## config.mk

```make
export PLATFORM = sky130hd
export DESIGN_NAME = dds_cmd_arb
export DESIGN_NICKNAME = d
export VERILOG_FILES = /design/src/rtl/dds_pkg.sv /design/src/rtl/cmd_fifo.sv /design/src/rtl/dds_cmd_arb.sv
export SDC_FILE = /design/constraint.sdc
export NUM_CORES = 1
export LEC_CHECK = 0
export BUFFER_PORTS_ARGS = -buffer_cell sky130_fd_sc_hd__buf_2
export CAP_MARGIN = 20
export CORE_ASPECT_RATIO = 0.8
export CORE_MARGIN = 3
export CORE_UTILIZATION = 45
export CTS_BUF_LIST = sky130_fd_sc_hd__clkbuf_8
export DETAILED_ROUTE_END_ITERATION = 8
export MAX_ROUTING_LAYER = met4
export PLACE_DENSITY = 0.62
export SYNTH_ARGS = -nofsm -noshare
export SYNTH_HDL_FRONTEND = slang
export SYNTH_SLANG_ARGS = --single-unit
```

## constraint.sdc

```tcl
create_clock -name clk_i -period 2.4 [get_ports clk_i]
set_input_delay 0 -clock clk_i [delete_from_list [all_inputs] [get_ports clk_i]]
set_output_delay 0 -clock clk_i [all_outputs]
set_load 0.005 [all_outputs]
```

## src/rtl/dds_pkg.sv

```systemverilog
// Shared definitions for the DDS command arbiter.
//   - command codes understood by the DDS drivers
//   - bit layout of the 40-bit command word {sel, cmd, data}
//   - arbiter FSM state encoding
package dds_pkg;

    typedef enum logic [3:0] {
        CMD_INIT = 4'd0,
        CMD_CH   = 4'd1,
        CMD_FRQ  = 4'd2,
        CMD_PHS  = 4'd3,
        CMD_AMP  = 4'd4,
        CMD_MPD  = 4'd5,
        CMD_MTYP = 4'd6,
        CMD_STRM = 4'd7,
        CMD_PRF  = 4'd8,
        CMD_STPM = 4'd9
    } cmd_e;

    localparam int WORD_W   = 40;
    localparam int SEL_LSB  = 36;
    localparam int SEL_W    = 4;
    localparam int CMD_LSB  = 32;
    localparam int CMD_W    = 4;
    localparam int DATA_LSB = 0;
    localparam int DATA_W   = 32;

    typedef enum logic [1:0] {
        ST_IDLE      = 2'd0,
        ST_ISSUE     = 2'd1,
        ST_WAIT_BUSY = 2'd2,
        ST_WAIT_DONE = 2'd3
    } state_e;

endpackage

```

## src/rtl/cmd_fifo.sv

```systemverilog
// Synchronous show-ahead FIFO for one requester queue.
// The head word is always presented on dout_o straight from the storage
// registers, so a pop can consume it in the same cycle it is examined.
//   clk_i, reset_i : clock, synchronous active-high reset (empties the queue)
//   push_i, din_i  : write request and data (ignored while full)
//   pop_i          : consume the head word (ignored while empty)
//   dout_o         : head word
//   full_o/empty_o : occupancy flags
module cmd_fifo #(
    parameter int WIDTH = 40,
    parameter int DEPTH = 4
) (
    input  logic             clk_i,
    input  logic             reset_i,
    input  logic             push_i,
    input  logic [WIDTH-1:0] din_i,
    input  logic             pop_i,
    output logic [WIDTH-1:0] dout_o,
    output logic             full_o,
    output logic             empty_o
);

    localparam int AW = $clog2(DEPTH);

    logic [WIDTH-1:0] mem [DEPTH];
    logic [AW-1:0]    wr_ptr, rd_ptr;
    logic [AW:0]      count;
    logic             do_push, do_pop;

    assign full_o  = (count == (AW+1)'(DEPTH));
    assign empty_o = (count == '0);
    assign do_push = push_i && !full_o;
    assign do_pop  = pop_i && !empty_o;
    assign dout_o  = mem[rd_ptr];

    always_ff @(posedge clk_i) begin
        if (reset_i) begin
            wr_ptr <= '0;
            rd_ptr <= '0;
            count  <= '0;
        end else begin
            if (do_push) wr_ptr <= wr_ptr + 1'b1;
            if (do_pop)  rd_ptr <= rd_ptr + 1'b1;
            case ({do_push, do_pop})
                2'b10:   count <= count + 1'b1;
                2'b01:   count <= count - 1'b1;
                default: count <= count;
            endcase
        end
    end

    // Storage needs no reset; the pointers define what is valid.
    always_ff @(posedge clk_i) begin
        if (do_push) mem[wr_ptr] <= din_i;
    end

endmodule

```

## src/rtl/dds_cmd_arb.sv

```systemverilog
// Arbitrates host and sequencer command queues onto the shared DDS driver bus.
// One command is in flight at a time: trigger it, wait for the driver to go
// busy (ready_i low), then wait for it to finish (ready_i high). Both waits
// are bounded; an expiry sets the sticky error flag and records the source.
//   clk_i, reset_i                  : clock, synchronous active-high reset
//   hreq_valid/ready/word           : host requester push interface
//   sreq_valid/ready/word           : sequencer requester push interface
//   sel_o, cmd_o, data_o, cmdtrig_o : command bus to the drivers
//   ready_i                         : selected driver idle
//   busy_o, err_o, err_src_o        : status
module dds_cmd_arb
    import dds_pkg::*;
#(
    parameter int FIFO_DEPTH = 4,
    parameter int BUSY_TO    = 4,
    parameter int DONE_TO    = 255
) (
    input  logic              clk_i,
    input  logic              reset_i,
    input  logic              hreq_valid_i,
    output logic              hreq_ready_o,
    input  logic [WORD_W-1:0] hreq_word_i,
    input  logic              sreq_valid_i,
    output logic              sreq_ready_o,
    input  logic [WORD_W-1:0] sreq_word_i,
    output logic [SEL_W-1:0]  sel_o,
    output logic [CMD_W-1:0]  cmd_o,
    output logic [DATA_W-1:0] data_o,
    output logic              cmdtrig_o,
    input  logic              ready_i,
    output logic              busy_o,
    output logic              err_o,
    output logic              err_src_o
);

    localparam logic [7:0] BUSY_LIM = 8'(BUSY_TO - 1);
    localparam logic [7:0] DONE_LIM = 8'(DONE_TO - 1);

    logic [WORD_W-1:0] h_word, s_word, pop_word;
    logic              h_full, h_empty, s_full, s_empty;
    logic              pop_h, pop_s, tmo;
    state_e            state, state_nxt;
    logic [7:0]        tmo_cnt;
    logic              prio_seq;   // 1: sequencer wins the next tie
    logic              src;        // requester of the in-flight command

    // Ready is forced low during reset so nothing slips into a queue being cleared.
    assign hreq_ready_o = !h_full && !reset_i;
    assign sreq_ready_o = !s_full && !reset_i;

    cmd_fifo #(.WIDTH(WORD_W), .DEPTH(FIFO_DEPTH)) u_hfifo (
        .clk_i   (clk_i),
        .reset_i (reset_i),
        .push_i  (hreq_valid_i && hreq_ready_o),
        .din_i   (hreq_word_i),
        .pop_i   (pop_h),
        .dout_o  (h_word),
        .full_o  (h_full),
        .empty_o (h_empty)
    );

    cmd_fifo #(.WIDTH(WORD_W), .DEPTH(FIFO_DEPTH)) u_sfifo (
        .clk_i   (clk_i),
        .reset_i (reset_i),
        .push_i  (sreq_valid_i && sreq_ready_o),
        .din_i   (sreq_word_i),
        .pop_i   (pop_s),
        .dout_o  (s_word),
        .full_o  (s_full),
        .empty_o (s_empty)
    );

    always_comb begin
        state_nxt = state;
        pop_h     = 1'b0;
        pop_s     = 1'b0;
        tmo       = 1'b0;
        case (state)
            ST_IDLE: begin
                if (!s_empty && (prio_seq || h_empty)) begin
                    pop_s     = 1'b1;
                    state_nxt = ST_ISSUE;
                end else if (!h_empty) begin
                    pop_h     = 1'b1;
                    state_nxt = ST_ISSUE;
                end
            end
            ST_ISSUE: state_nxt = ST_WAIT_BUSY;
            ST_WAIT_BUSY: begin
                // A busy indication on the last allowed cycle still counts.
                if (!ready_i) begin
                    state_nxt = ST_WAIT_DONE;
                end else if (tmo_cnt >= BUSY_LIM) begin
                    tmo       = 1'b1;
                    state_nxt = ST_IDLE;
                end
            end
            ST_WAIT_DONE: begin
                if (ready_i) begin
                    state_nxt = ST_IDLE;
                end else if (tmo_cnt >= DONE_LIM) begin
                    tmo       = 1'b1;
                    state_nxt = ST_IDLE;
                end
            end
            default: state_nxt = ST_IDLE;
        endcase
    end

    assign pop_word = pop_s ? s_word : h_word;

    always_ff @(posedge clk_i) begin
        if (reset_i) begin
            state     <= ST_IDLE;
            tmo_cnt   <= '0;
            sel_o     <= '0;
            cmd_o     <= '0;
            data_o    <= '0;
            prio_seq  <= 1'b1;
            src       <= 1'b0;
            err_o     <= 1'b0;
            err_src_o <= 1'b0;
        end else begin
            state <= state_nxt;
            // Every transition (including IDLE->ISSUE) restarts the count.
            if (state_nxt != state)   tmo_cnt <= '0;
            else if (tmo_cnt != 8'hFF) tmo_cnt <= tmo_cnt + 8'd1;
            // Bus fields only change on a pop, so sel_o keeps routing in IDLE.
            if (pop_h || pop_s) begin
                sel_o    <= pop_word[SEL_LSB +: SEL_W];
                cmd_o    <= pop_word[CMD_LSB +: CMD_W];
                data_o   <= pop_word[DATA_LSB +: DATA_W];
                src      <= pop_s;
                prio_seq <= pop_h;
            end
            if (tmo) begin
                err_o     <= 1'b1;
                err_src_o <= src;
            end
        end
    end

    assign cmdtrig_o = (state == ST_ISSUE);
    assign busy_o    = (state != ST_IDLE);

endmodule

```

After elaboration in Yosys (flattened, before gate mapping)
Memories as Yosys holds them, arrays and structs flattened. A register that Yosys moved wholly into a read port is not among the register bits.
Index checks and enable logic that the tools add are counted.
Widths: inputs -> output; s select.

word-level totals
  logic and storage cells = 90
  memories kept = 2
  output and inout bits = 46
  latch bits = 0
  memory bits (read-only) = 0
  register bits after elaboration = 68
  RAM bits = 320
  bits of input ports = 85

memories
  name         words  bits a word  rd ports  clocked after memory_dff  write ports  line            source
  u_hfifo.mem  4      40           1         1                         1            cmd_fifo.sv:25  logic [WIDTH-1:0] mem [DEPTH];
  u_sfifo.mem  4      40           1         1                         1            cmd_fifo.sv:25

cells by class
  bitwise gates (word level) = 0
  div/mod/pow operators = 0
  equal/unequal tests = 11
  multiplexer cells = 28
  $mul = 0
  shift operators = 0
  order comparisons = 2
  $add $sub $neg = 9
  reduce and logical (&&, ||, !) cells = 23

operator list
  cell                 number
  $mux 40              1
  $mux 2               10
  $mux 1               13
  $pmux 3 s2           2
  $logic_and 1x1->1    9
  $add 2x1->2 const B  4
  $add 8x1->8 const B  1
  $eq 2x2->1 const B   4
  $ge 8x2->1 const B   1
  $ge 8x8->1 const B   1
  $ne 8x8->1 const B   1
  $pmux 2 s4           1
  $add 3x1->3 const B  2
  $eq 2x1->1 const B   3
  $eq 3x3->1 const B   2
  $logic_not 3->1      2
  $reduce_bool 2->1    3
  $sub 3x1->3 const B  2
  $logic_not 1->1      5
  $logic_not 2->1      1
  $logic_or 1x1->1     2
  $ne 2x2->1           1
  $pmux 1 s2           1
  $reduce_or 2->1      1

Depth between registers and ports, before layout
  word-level depth = 8
  depth in mapped cells = 11
  depth with buffers taken out = 9

Hierarchy
A second synthesis with hierarchy kept.

second synthesis, totals
  cells, all modules = 791
  area total of the unflattened synthesis = 15109.5 um^2

by module, submodules not included
  module       area each (um^2)  cells an instance  times used  seq. area each (um^2)
  cmd_fifo     6304.8            263                2           4984.8
  dds_cmd_arb  2499.9            265                1           1081.0

Least setup slack after synthesis
OpenSTA, ideal clock, no wires.

  kind = register to register
  from = register state[1]
  to = register u_sfifo.count[2]
  setup time = 0.070 ns
  cell stages (with the launch flop) = 12
  data required time = 2.330 ns
  path slack = 0.051 ns
  arrival time = 2.278 ns
  buffers on the path = 2
  cells stage by stage = dfxtp_1 -> buf_2 -> nor2_2 -> o211ai_2 -> inv_2 -> buf_2 -> ha_1 -> inv_1 -> fa_1 -> xor2_1 -> or3_1 -> a21oi_1

between the ends
  cells in the longest elaborated chain, start to end = 5
  elaborated cells between the ends (all ways) = 7

ends and longest elaborated chain
  element                                          line                source
  from (decl)                                      dds_cmd_arb.sv:42   state_e state, state_nxt;
  from (signal assigned)                           dds_cmd_arb.sv:124  state <= state_nxt;
  $logic_not 2->1 *                                dds_cmd_arb.sv:78   case (state)
  $mux 1 *                                         dds_cmd_arb.sv:78
  $logic_and 1x1->1 *                              cmd_fifo.sv:33      assign do_pop = pop_i && !empty_o;
  via u_sfifo.do_pop                               cmd_fifo.sv:28      logic do_push, do_pop;
  $eq 2x1->1 or $eq 2x2->1 (tied branches)         cmd_fifo.sv:44      case ({do_push, do_pop})
  $pmux 3 s2 or $reduce_bool 2->1 (tied branches)  -
  to (signal assigned)                             cmd_fifo.sv:45      2'b10: count <= count + 1'b1;
  to (signal assigned)                             cmd_fifo.sv:46      2'b01: count <= count - 1'b1;
  to (signal assigned)                             cmd_fifo.sv:47      default: count <= count;
  to (decl)                                        cmd_fifo.sv:27      logic [AW:0] count;

The timed path passes the listed nets; every way through them passes the cells marked *.
A chain may end at the register's enable or synchronous reset.

Worst setup path after layout
  from = register u_sfifo.count[2]
  to = register u_hfifo.count[2]

between the ends
  cells in the longest elaborated chain, start to end = 8
  elaborated cells between the ends (all ways) = 10

ends and longest elaborated chain
  element                                          line               source
  $logic_not 3->1 *                                cmd_fifo.sv:31     assign empty_o = (count == '0);
  $logic_not 1->1 *                                dds_cmd_arb.sv:80  if (!s_empty && (prio_seq || h_empty)) begin
  $logic_and 1x1->1 *                              dds_cmd_arb.sv:80
  $mux 1 *                                         dds_cmd_arb.sv:80
  $mux 1 *                                         dds_cmd_arb.sv:78
  $logic_and 1x1->1 *                              cmd_fifo.sv:33
  $eq 2x1->1 or $eq 2x2->1 (tied branches)         cmd_fifo.sv:44
  $pmux 3 s2 or $reduce_bool 2->1 (tied branches)  -
  to (signal assigned)                             cmd_fifo.sv:45
  to (signal assigned)                             cmd_fifo.sv:46
  to (signal assigned)                             cmd_fifo.sv:47
  to (decl)                                        cmd_fifo.sv:27

Mark *: on every way between the ends. The rest lies on a longest branch, timed or not.

==> flow_summary.ini <==
[layout]
area_delta_synth_final_pct = 22.5
layout.core_utilization_pct = 56.9
multi_input_comb_area_sq_um = 3540
register_area_sq_um = 11100
fillCellCount = 2545
num-nets-final = 1188
final_cell_count_no_fill = 1559
post_route_cells_drive_above_1_share_pct = 29.7

[placement]
placedCellCount = 1365
dp_slack_ns = 0.220
gpl.final_weighted_congestion = 0.825
port_buffers = 130
detailedPlacementHpwl_mm = 20.4

[logic_synthesis]
cell_count_after_synthesis = 827
synth_seq_cells = 392
number_of_synthesized_flops_with_an_enable_pin = 320
ys_types = 43
synth_area_per_cell_sq_um = 18.0
synth-main-ff-cell = edfxtp_1
share_of_the_synthesized_area_in_the_top_cell_type_pct = 64.6
post_synthesis_instance_area_sq_um = 14900
synthDominantAreaCellType = edfxtp_1
syn_nets = 926
synth-warning-count = 0
yosys-top-cells-area = edfxtp_1 65%, mux4_2 12%, dfxtp_1 9.7%
synth.yosys.seq_area_share_pct = 74.3
async_reset_ff_share_pct = 0

[cts]
cts_buffers = 58
clkLatencyLatePin_ns = 0.61
numClockSinks = 392
hold_buffers = 84
cts.repair.resized = 0
worst_setup_hold_path_clk_slew_ns = 0.06
post_cts_repair_setup_buffers = 0
tritoncts_clock_tree = yes
cts.root.buffer_cell = clkbuf_8
h-tree-depth = 2
ctsLongestPathBuffers = 3

[sta]
worst-slew-pin-transition_ns = 0.502
fin_hold_ws_ns = 0.136
final.setup.tns_ns = 0
final.min_clock_period_ns = 2.19
finalCritPeriodShare_pct = 91.4
postLayoutSetupSlackWorst_ns = 0.207
clock_skew_ns = 0.0237
slew-limit-headroom_pct = 66.5
drv_slew = 0
setup_viol_count_final = 0
timing_hold_violations_final = 0
fmaxAchievable_mhz = 456
rsz0062_at_grt = false

[pwr]
power.density_cell_area_nw_per_um2 = 990
max-vdd-ir-drop_uv = 613
static-leakage-power_nw = 6.28

[floorplan]
core_area_sq_um = 32000
fp-row-count = 58
floorplan.die_area_sq_um = 35300
floorplan.initialDensity_pct = 46.5
dieWidth_um = 209
io_pins = 131
die_height_um = 169

[global_routing]
groute.layer.met2.usage_pct = 30.2
maximum_number_of_pins_on_one_net_before_global_route_repair = 43
antenna_found_initial = 2
grt_pass1_vias = 8567
gr-usage-met3_pct = 3.76
busiest_layer = met2
first_pass_grt_wire_length_mm = 49.9
global_route.usage.total_pct = 18.9
globalRoute.totalOverflow = 0
globalRouteMet1Util_pct = 25.4

[route]
dr_total_vias = 8248
ant_nets = 0
drt_iter0_markers = 620
routed_wire_length_per_instance_um = 20.4
dr.pass1.iters = 5
route.detailed.drc = 0
detail_route.wirelength_mm = 31.9
detail_route.vias_per_cell = 5.29

[min_path]
tightest_hold_check_type = primary input to flop
min_delay_path_depth = 2
min_delay_worst_endpoint = u_sfifo.mem[3][30]
hold_path.startpoint = sreq_word_i[30]

[setup_path]
worst-endpoint-required_ns = 2.93
cpMaxStageDelayCell = fa_1
worst_setup_path_start_kind = flop
worst-setup-path-type = flop to flop
critPathMaxStageDelay_ns = 0.37
critical_path.endpoint_type = flop
path_buf_inv = 1
worst-endpoint-arrival_ns = 2.72
cp_cell_sequence = o31ai_1 -> and3_1 -> ha_1 -> inv_1 -> fa_1 -> xor2_1 -> or3_1 -> a21oi_1
rr_endpoint = u_hfifo.count[2]
crit-reg2reg-launch = u_sfifo.count[2]
worst_path_dominant_cell_family = adder cells
r2r_slack_ns = 0.21
path_max_fanout = 6
worstRegToRegCells = 8

[run_status]
status = finished, final reports clean

[flow_run]
max_cap_violations = 0
==> stage by stage <==
step	total power (W)	area, sq um
final	0.0180	18200
after global routing	0.0191	18200
after CTS	0.0183	18200
after detailed placement	0.0132	16300
after global placement	0.0131	16300
after floorplan	0.0116	14900
==> logic make-up (layout without fill, tap and decap cells) <==
logic type / after synthesis / count (layout) / synth area share [%]
xor+xnor: 13 / 13 / 0.766
buf+inv: 70 / 380 / 1.97
compound gates: 151 / 151 / 5.85
flops: 392 / 392 / 74.3
mux: 81 / 81 / 12.2
simple gates: 106 / 106 / 3.62
fa+ha+maj: 14 / 14 / 1.28
other cells: 0 / 2 / 0
==> per-layer routing <==
layer | wire (um) | vias up
met5 | 0 | -
met4 | 515 | 0
met3 | 1850 | 47
met2 | 15700 | 232
met1 | 13800 | 4151
li1 | - | 3818
==> Yosys cell counts, drive strengths merged (8+ instances only) <==
cell and count:
nand3 44, o21ai 40, a21oi 90, edfxtp 320
ha 12, mux4 80, nor2 23, clkbuf 25
and2 8, dfxtp 72, inv 22, nand2 9
buf 23
==> sequential cells by signal (all words and copies together), names as in the netlist, 2 cells and up, named ones only <==
| name | count |
|---|---|
| u_hfifo.count | 3 |
| u_sfifo.count | 3 |
| u_hfifo.rd_ptr | 2 |
| u_sfifo.mem | 160 |
| tmo_cnt | 8 |
| u_sfifo.wr_ptr | 2 |
| cmd_o | 4 |
| sel_o | 4 |
| state | 2 |
| u_hfifo.wr_ptr | 2 |
| u_hfifo.mem | 160 |
| u_sfifo.rd_ptr | 2 |
| data_o | 32 |
==> layout by cell type (no fill, tap or decap), drive strengths merged, types with 2 or more instances in the layout <==
master | netlist | layout
clkinv | 0 | 13
edfxtp | 320 | 320
nor3 | 6 | 6
dfxtp | 72 | 72
nor4 | 3 | 3
o211ai | 2 | 2
fa | 2 | 2
and2 | 8 | 8
mux4 | 80 | 80
nand3 | 44 | 44
nand2 | 9 | 9
a21oi | 90 | 90
nand4 | 2 | 2
a22oi | 4 | 4
nand2b | 2 | 2
xor2 | 6 | 6
dlygate4sd3 | 0 | 84
and3 | 2 | 2
o31ai | 4 | 4
a31oi | 2 | 2
o21ai | 40 | 40
nor2 | 23 | 23
ha | 12 | 12
xnor2 | 7 | 7
a211oi | 4 | 4
buf | 23 | 166
diode | 0 | 2
inv | 22 | 55
or3 | 5 | 5
clkbuf | 25 | 61
==> worst register-to-register path, delay by kind of cell (launching register included) <==
family	cells	cell delay, ns
fa+ha+maj	2	0.57
flops	1	0.36
compound gates	2	0.45
buf+inv	1	0.06
simple gates	2	0.54
xor+xnor	1	0.16
==> cell type report <==
| class | instances | area share, % |
|---|---|---|
| Sequential cell | 392 | 60.7 |
| Multi-Input combinational cell | 365 | 19.4 |
| Timing Repair Buffer | 250 | 10.7 |
| Clock buffer | 61 | 4.61 |
| Tap cell | 420 | 2.89 |
| Clock inverter | 47 | 1.20 |
| Inverter | 22 | 0.453 |
| Antenna cell | 2 | 0.0275 |
==> worst max-delay path by stage <==
stage                     startpoint                to  slack, ns  cells after the start
global route        u_sfifo.count[2]  u_hfifo.count[2]       0.04                      8
detailed placement  u_sfifo.count[2]  u_hfifo.count[2]       0.22                      8
finish              u_sfifo.count[2]  u_hfifo.count[2]       0.21                      8
global placement    u_sfifo.count[2]  u_hfifo.count[2]       0.26                      8
CTS                 u_sfifo.count[2]  u_hfifo.count[2]       0.22                      8
floorplan                   state[1]  u_sfifo.count[2]       0.05                     11
==> where the power goes <==
part | internal [W] | switching, W
registers | 0.00801 | 0.000417
logic | 0.00211 | 0.00259
clock network | 0.00246 | 0.00245
total | 0.0126 | 0.00546
No activity file was read; power rests on OpenSTA's default activity.
